File: config.mk
export PLATFORM = sky130hd
export DESIGN_NAME = rc_scheduler
export DESIGN_NICKNAME = d
export VERILOG_FILES = /design/src/rtl/rc_scheduler.sv
export SDC_FILE = /design/constraint.sdc
export NUM_CORES = 1
export LEC_CHECK = 0
export ABC_AREA = 1
export CAP_MARGIN = 10
export CORE_MARGIN = 5
export CORE_UTILIZATION = 50
export DETAILED_ROUTE_END_ITERATION = 8
export PLACE_DENSITY = 0.89
export SLEW_MARGIN = 20
export SYNTH_ARGS = -nofsm -noshare
export SYNTH_HDL_FRONTEND = slang
export SYNTH_SLANG_ARGS = --single-unit
File: constraint.sdc
create_clock -name clk -period 7.2 [get_ports clk]
set_input_delay 1.44 -clock clk [delete_from_list [all_inputs] [get_ports clk]]
set_output_delay 1.44 -clock clk [all_outputs]
set_load 0.02 [all_outputs]
File: src/rtl/rc_scheduler.sv
// rc_scheduler: round-robin sharing of one routing-computation unit among input-VC requesters
// Ports: clk/rst (async active-high); req_vec/headers from VC buffers;
//        grant_vec/done/res_outport_vec/res_allow_vcs result to winner; busy status;
//        rc_req/rc_header to RC unit; rc_outport_vec/rc_allow_vcs/rc_valid from RC unit.
module rc_scheduler #(
    parameter int no_req = 13,
    parameter int floorplusone_log2_no_req = 4,
    parameter int no_outport = 6,
    parameter int no_vc = 13,
    parameter int flit_size = 1,
    parameter int phit_size = 16
) (
    input  logic                                  clk,
    input  logic                                  rst,
    input  logic [no_req-1:0]                     req_vec,
    input  logic [no_req*flit_size*phit_size-1:0] headers,
    output logic [no_req-1:0]                     grant_vec,
    output logic                                  done,
    output logic [no_outport-1:0]                 res_outport_vec,
    output logic [no_vc-1:0]                      res_allow_vcs,
    output logic                                  busy,
    output logic                                  rc_req,
    output logic [flit_size*phit_size-1:0]        rc_header,
    input  logic [no_outport-1:0]                 rc_outport_vec,
    input  logic [no_vc-1:0]                      rc_allow_vcs,
    input  logic                                  rc_valid
);
    localparam int H = flit_size * phit_size;
    localparam int W = floorplusone_log2_no_req;

    typedef enum logic [1:0] {IDLE, ISSUE, WAIT} state_t;

    state_t         state, state_nxt;
    logic [W-1:0]   rr_ptr, winner, win_idx;
    logic [W:0]     s;
    logic [H-1:0]   hdr_reg;
    logic           served;

    assign served    = state == WAIT && rc_valid;
    assign rc_req    = state == ISSUE;
    assign busy      = state != IDLE;
    assign rc_header = hdr_reg;

    // Scan downward so the lowest offset from rr_ptr is assigned last and wins.
    always_comb begin
        win_idx = '0;
        s = '0;
        for (int i = no_req - 1; i >= 0; i--) begin
            s = {1'b0, rr_ptr} + (W+1)'(i);
            s = (s >= (W+1)'(no_req)) ? s - (W+1)'(no_req) : s;
            if (req_vec[s[W-1:0]]) win_idx = s[W-1:0];
        end
    end

    always_comb begin
        state_nxt = state;
        state_nxt = (state == IDLE)  ? ((|req_vec) ? ISSUE : IDLE) :
                    (state == ISSUE) ? WAIT :
                    (rc_valid ? IDLE : WAIT);
    end

    always_ff @(posedge clk or posedge rst) begin
        if (rst) state <= IDLE;
        else     state <= state_nxt;
    end

    always_ff @(posedge clk or posedge rst) begin
        if (rst) begin
            rr_ptr          <= '0;
            winner          <= '0;
            hdr_reg         <= '0;
            done            <= 1'b0;
            grant_vec       <= '0;
            res_outport_vec <= '0;
            res_allow_vcs   <= '0;
        end else begin
            done      <= served;
            grant_vec <= served ? {{(no_req-1){1'b0}}, 1'b1} << winner : '0;
            if (state == IDLE && |req_vec) begin
                winner  <= win_idx;
                hdr_reg <= headers[win_idx*H +: H];
            end
            if (served) begin
                res_outport_vec <= rc_outport_vec;
                res_allow_vcs   <= rc_allow_vcs;
                rr_ptr          <= (winner == W'(no_req - 1)) ? '0 : winner + 1'b1;
            end
        end
    end
endmodule

# Yosys cells after proc, flatten, opt, wreduce, memory -nomap -nowiden
# Cells that the tools add are included.
[totals] ff_bits=59 inputBits=243 output_inout_bits=51 word_cells=128
[op_classes] n_addsub=26 magnitude_cmp=26 eq_ne=3 n_shift=2 mux=58 n_reduce_logical=5
[op_table] operator="$shiftx A208 B9 Y16" count=1
[op_table] operator="$mux W4" count=27
[op_table] operator="$lt A4 B5 Y1 const B" count=13
[op_table] operator="$ge A5 B4 Y1 const B" count=12
[op_table] operator="$bmux W1 S4" count=13
[op_table] operator="$sub A4 B4 Y4 const B" count=13
[op_table] operator="$add A4 B4 Y5 const B" count=5
[op_table] operator="$add A4 B3 Y5 const B" count=4
[op_table] operator="$mux W1" count=14
[op_table] operator="$mux W13" count=1
[op_table] operator="$reduce_or A13 Y1" count=1
[op_table] operator="$shl A1 B4 Y13 const A" count=1
[op_table] operator="$add A4 B2 Y5 const B" count=2
[op_table] operator="$mux W2" count=3
[op_table] operator="$add A4 B1 Y5 const B" count=1
[op_table] operator="$add A4 B1 Y4 const B" count=1
[op_table] operator="$eq A4 B4 Y1 const B" count=1
[op_table] operator="$ge A4 B4 Y1 const B" count=1
[op_table] operator="$eq A2 B1 Y1 const B" count=1
[op_table] operator="$eq A2 B2 Y1 const B" count=1
[op_table] operator="$logic_and A1 B1 Y1" count=2
[op_table] operator="$logic_not A2 Y1" count=1
[op_table] operator="$reduce_bool A2 Y1" count=1

# Depth between registers and ports, before layout
# Gate-level depths: netlist (run 1).
[logic_depth] word_depth=19 ltp_mapped=39

# Worst setup path before layout (run 1)
# No wires, ideal clock.
[synth_timing] kind="flip-flop to flip-flop" startpoint="register rr_ptr[0]" endpoint="register hdr_reg[14] (netlist: rc_header[14])" arrival_time_ns=3.870 slack_ns=3.206 stages_incl_launch_ff=39 period_less_slack_ns=3.994 path_cell_list="dfrtp_1 inv_1 buf_2 buf_1 ha_1 nor2_1 nand2_1 nand2_2 nand2_1 nand2_1 nand2_1 nand2_1 inv_2 nand3_1 nand3_1 nand3_1 nand2_2 a21oi_1 [... 3 more ...] nand2_1 nand2_1 nand2_1 nand2_1 nand2_1 nand2_1 nand2_1 nand2_2 nand2_4 nand2_2 buf_6 buf_4 nand2_1 nand3_1 nand3_1 nand2_1 nand2_1 nand3_1"
[synth_via] elab_chain_cells=19 elab_cells_between_ends=91 classes_between="add/sub (25); order compare (13); shift (1); mux (52)"
[synth_rtl] element="from (decl)" line="34" source="logic [W-1:0] rr_ptr, winner, win_idx;"
[synth_rtl] element="from (signal assigned)" line="86" source="rr_ptr <= (winner == W'(no_req - 1)) ? '0 : winner + 1'b1;"
[synth_rtl] element="$add A4 B4 Y5" line="49" source="s = {1'b0, rr_ptr} + (W+1)'(i);"
[synth_rtl] element="$sub A4 B4 Y4 or $ge A5 B4 Y1 (tied branches)" line="50" source="s = (s >= (W+1)'(no_req)) ? s - (W+1)'(no_req) : s;"
[synth_rtl] element="$mux W4" line="50"
[synth_rtl] element="$bmux W1 S4" line="51" source="if (req_vec[s[W-1:0]]) win_idx = s[W-1:0];"
[synth_rtl] element="$mux W1 (not written as such)" line="51"
[synth_rtl] element="$mux W4 (12 in a row)" line="51"
[synth_rtl] element="$mux W4 *" line="51"
[synth_rtl] element="$shiftx A208 B9 Y16 *" line="81" source="hdr_reg <= headers[win_idx*H +: H];"
[synth_rtl] element="to (signal assigned)" line="81"
[synth_rtl] element="to (decl)" line="36" source="logic [H-1:0] hdr_reg;"
# Mark *: on every way between the ends. The rest lies on a longest branch, timed or not. The select of a mux whose other input is x is not followed.
# A chain may end at the register's enable or synchronous reset.

# Final worst setup path (run 1)
[layout_timing] startpoint="register rr_ptr[1]" endpoint="register hdr_reg[15] (netlist: rc_header[15])"
# Same word-level chain as after synthesis.

==> impl_metrics.yaml, run 1 <==
routing:
  vias_per_cell: 6.05
  remaining_drc_errors: 0
  dr.pass1.iters: 6
  wirelength_um: 37800
  routedWlPerCell_um: 20.0
  drt-initial-drc-count: 1688
  antenna_left: 0
  vias: 11449
critical_path:
  max_stage_delay_ps: 880
  crit_path_start_kind: "flip-flop"
  end_kind: "flip-flop"
  cp.arrival_ps: 6460
  cp_common_cell: "nand2_1"
  crit_type: "reg2reg"
  worstPathRequired_ps: 7460
  cp_slowest_cell: "a21oi_2"
  cp_max_fo: 23
die:
  rows: 46
  start_util: 0.506
  die_w_um: 136
  die_y_um: 136
  coreArea_mm2: 0.0158
  ioPinCount: 294
  die-area_mm2: 0.0186
synthesis:
  synth_fp_nets: 1689
  yosys.area.top_type_share: 0.233
  ys_seq_area_frac: 0.185
  ys_ff_latch: 59
  ys_types: 40
  yosys.area.top_type: "nand2_1"
  netlist_instances: 1422
  synth_area_mm2: 0.00798
  synth-edff-count: 0
  synth_warnings: 0
  async_flop_share: 1.00
  ys.flop_type: "dfrtp_1"
  synth.avg_cell_area_um2: 5.61
  yosys-top-cells-area: "nand2_1 23%, nand3_1 22%, dfrtp_1 19%, inv_1 4.8%, o21ai_0 3.8%"
clocking:
  cts_resized: 0
  clkLatencyLatePin_ps: 330
  clock_path_buffers: 2
  clk_pin_slew_ps: 50
  cts_root_buffer: "clkbuf_16"
  clkSinkCount: 59
  htreeDepth: 3
  cts_setup_buffers: 0
  tritoncts: "built"
  cts_hold_buf: 0
  cts_buffers: 9
flow_run:
  maxCapViolCount: 0
sta:
  max_freq_mhz: 161
  fin_crit_ps: 6190
  finalHoldViolCount: 0
  finalSetupViolations: 0
  fin_tns_setup_ps: 0
  rsz0062_at_grt: "false"
  clock_skew_ps: 6.80
  maxSlewViolCount: 0
  fin_crit_sh: 0.860
  worstMarginPinSlew_ps: 1110
  slew_headroom: 0.262
  hold_slack_ps: 480
place:
  place.gp.congestion: 1.12
  dp_hpwl_um: 29200
  io_buffers: 293
  dp.cells: 1875
global_route:
  track_usage: 0.390
  grt_antenna_before_repair: 1
  grt_start_max_net_pins: 103
  grt_pass1_vias: 10297
  grt_first_pass_wirelength_um: 56900
  grt.overflow.total: 0
cells_and_area:
  fin_nets: 1937
  syn2layout_area_growth_pct: 41.0
  instances_no_fill: 1892
  drive_gt1_frac: 0.0478
worst_hold_path:
  hold_path.class: "reg2reg"
outcome:
  status: "finished, final reports clean"
## worst max-delay path, delay by kind of cell, from the launching register on
family | cells | cell delay, ps
AO/OA/AOI/OAI | 5 | 1480
buffers and inverters | 4 | 1180
adder cells (fa/ha/maj) | 1 | 800
AND/OR/NAND/NOR | 19 | 1920
flip-flops | 1 | 710
## through the flow
stage | setup slack, ps | util | instance area (um2)
final | 1010 | 0.713 | 11200
after CTS | 1240 | 0.713 | 11200
after global placement | 1290 | 0.694 | 10900
after detailed placement | 1290 | 0.694 | 10900
after global routing | 573 | 0.713 | 11200
after floorplan | 3210 | - | 7980
## cells by family (layout without fill, tap and decap cells)
kind of cell             count (synthesis)  count (layout)  share of synthesized area
AO/OA/AOI/OAI                          203             203                      0.149
XOR/XNOR                                10              10                     0.0110
adder cells (fa/ha/maj)                 24              24                     0.0377
buffers and inverters                  197             450                      0.109
flip-flops                              59              59                      0.185
other                                    0               1                          0
AND/OR/NAND/NOR                        929             929                      0.508
## final cells by class
type / count / area, um2
inverter: 122 / 458
clock buffer: 9 / 225
tap: 216 / 270
sequential: 59 / 1480
fill: 1363 / 4520
multi-input combinational: 1166 / 5660
antenna: 1 / 2.50
clock inverter: 7 / 77.6
timing repair buffer: 312 / 3080
## sequential cells by signal (all words and copies together), names as in the netlist
signal           count
grant_vec           13
res_outport_vec      6
winner               4
state                2
rr_ptr               4
rc_header           16
done                 1
res_allow_vcs       13
## layout by cell type, fill, tap and decap left out, drive strengths merged
cell           Yosys  final
xnor2              1      1
clkbuf            21      9
nor3               2      2
nand2            508    508
a21boi             1      1
a21oi             59     59
o31ai              3      3
o22ai              3      3
dfrtp             59     59
ha                24     24
diode              0      1
o311ai             4      4
nor3b              2      2
inv              115    116
buf               54     19
o21ai             98     98
clkinv             7     11
nor2              42     42
or2                2      2
nor4               2      2
clkdlybuf4s50      0    293
o221ai             2      2
clkinvlp           0      1
nand4             26     26
xor2               9      9
bufinv             0      1
o211ai            28     28
a31oi              2      2
nand3            344    344
a41oi              2      2
o2111ai            1      1
and2               1      1
## worst paths after layout
| check | start | end | slack [ps] | cells after the start |
|---|---|---|---|---|
| min in group asynchronous | rst | state[1] | 1660 | 3 |
| max in group asynchronous | rst | rc_header[4] | 5030 | 3 |
| worst max register to register | rr_ptr[1] | rc_header[15] | 1010 | 29 |
| worst min-delay path | res_outport_vec[1] | res_outport_vec[1] | 480 | 2 |
| worst min register to register | res_outport_vec[1] | res_outport_vec[1] | 480 | 2 |
| worst max-delay path | rr_ptr[1] | rc_header[15] | 1010 | 29 |
## synth_stat cells, types with 2 or more instances
cell type,number
a21oi_1,54
a21oi_2,5
a31oi_1,2
a41oi_1,2
buf_1,2
buf_2,35
buf_4,12
buf_6,5
clkbuf_1,21
clkinv_1,7
dfrtp_1,59
ha_1,24
inv_1,101
inv_2,14
nand2_1,495
nand2_2,11
nand2_4,2
nand3_1,343
nand4_1,26
nor2_1,41
nor3_1,2
nor3b_1,2
nor4_1,2
o211ai_1,27
o21ai_0,61
o21ai_1,30
o21ai_2,7
o221ai_1,2
o22ai_1,3
o311ai_1,4
o31ai_1,3
or2_1,2
xor2_1,9
## layer usage
| layer | global-route usage | vias to the layer above | share of wire |
|---|---|---|---|
| met5 | 0 | - | 0.00032 |
| met4 | 0.139 | 2 | 0.048 |
| met3 | 0.123 | 158 | 0.14 |
| met2 | 0.606 | 904 | 0.45 |
| met1 | 0.509 | 5112 | 0.37 |
| li1 | - | 5273 | - |
Power of run 1 is left out: the tool's default activity adds up to more than one toggle a clock period on the data nets, which glitch-free logic cannot reach.
==> inputs of run 2 (changes only) <==
Settings changed: SKIP_CTS_REPAIR_TIMING from default to 1.
==> results of run 2 <==
Final layout, timing and power as in run 1 (identical DEF).
Power of run 2 is left out for the same reason.
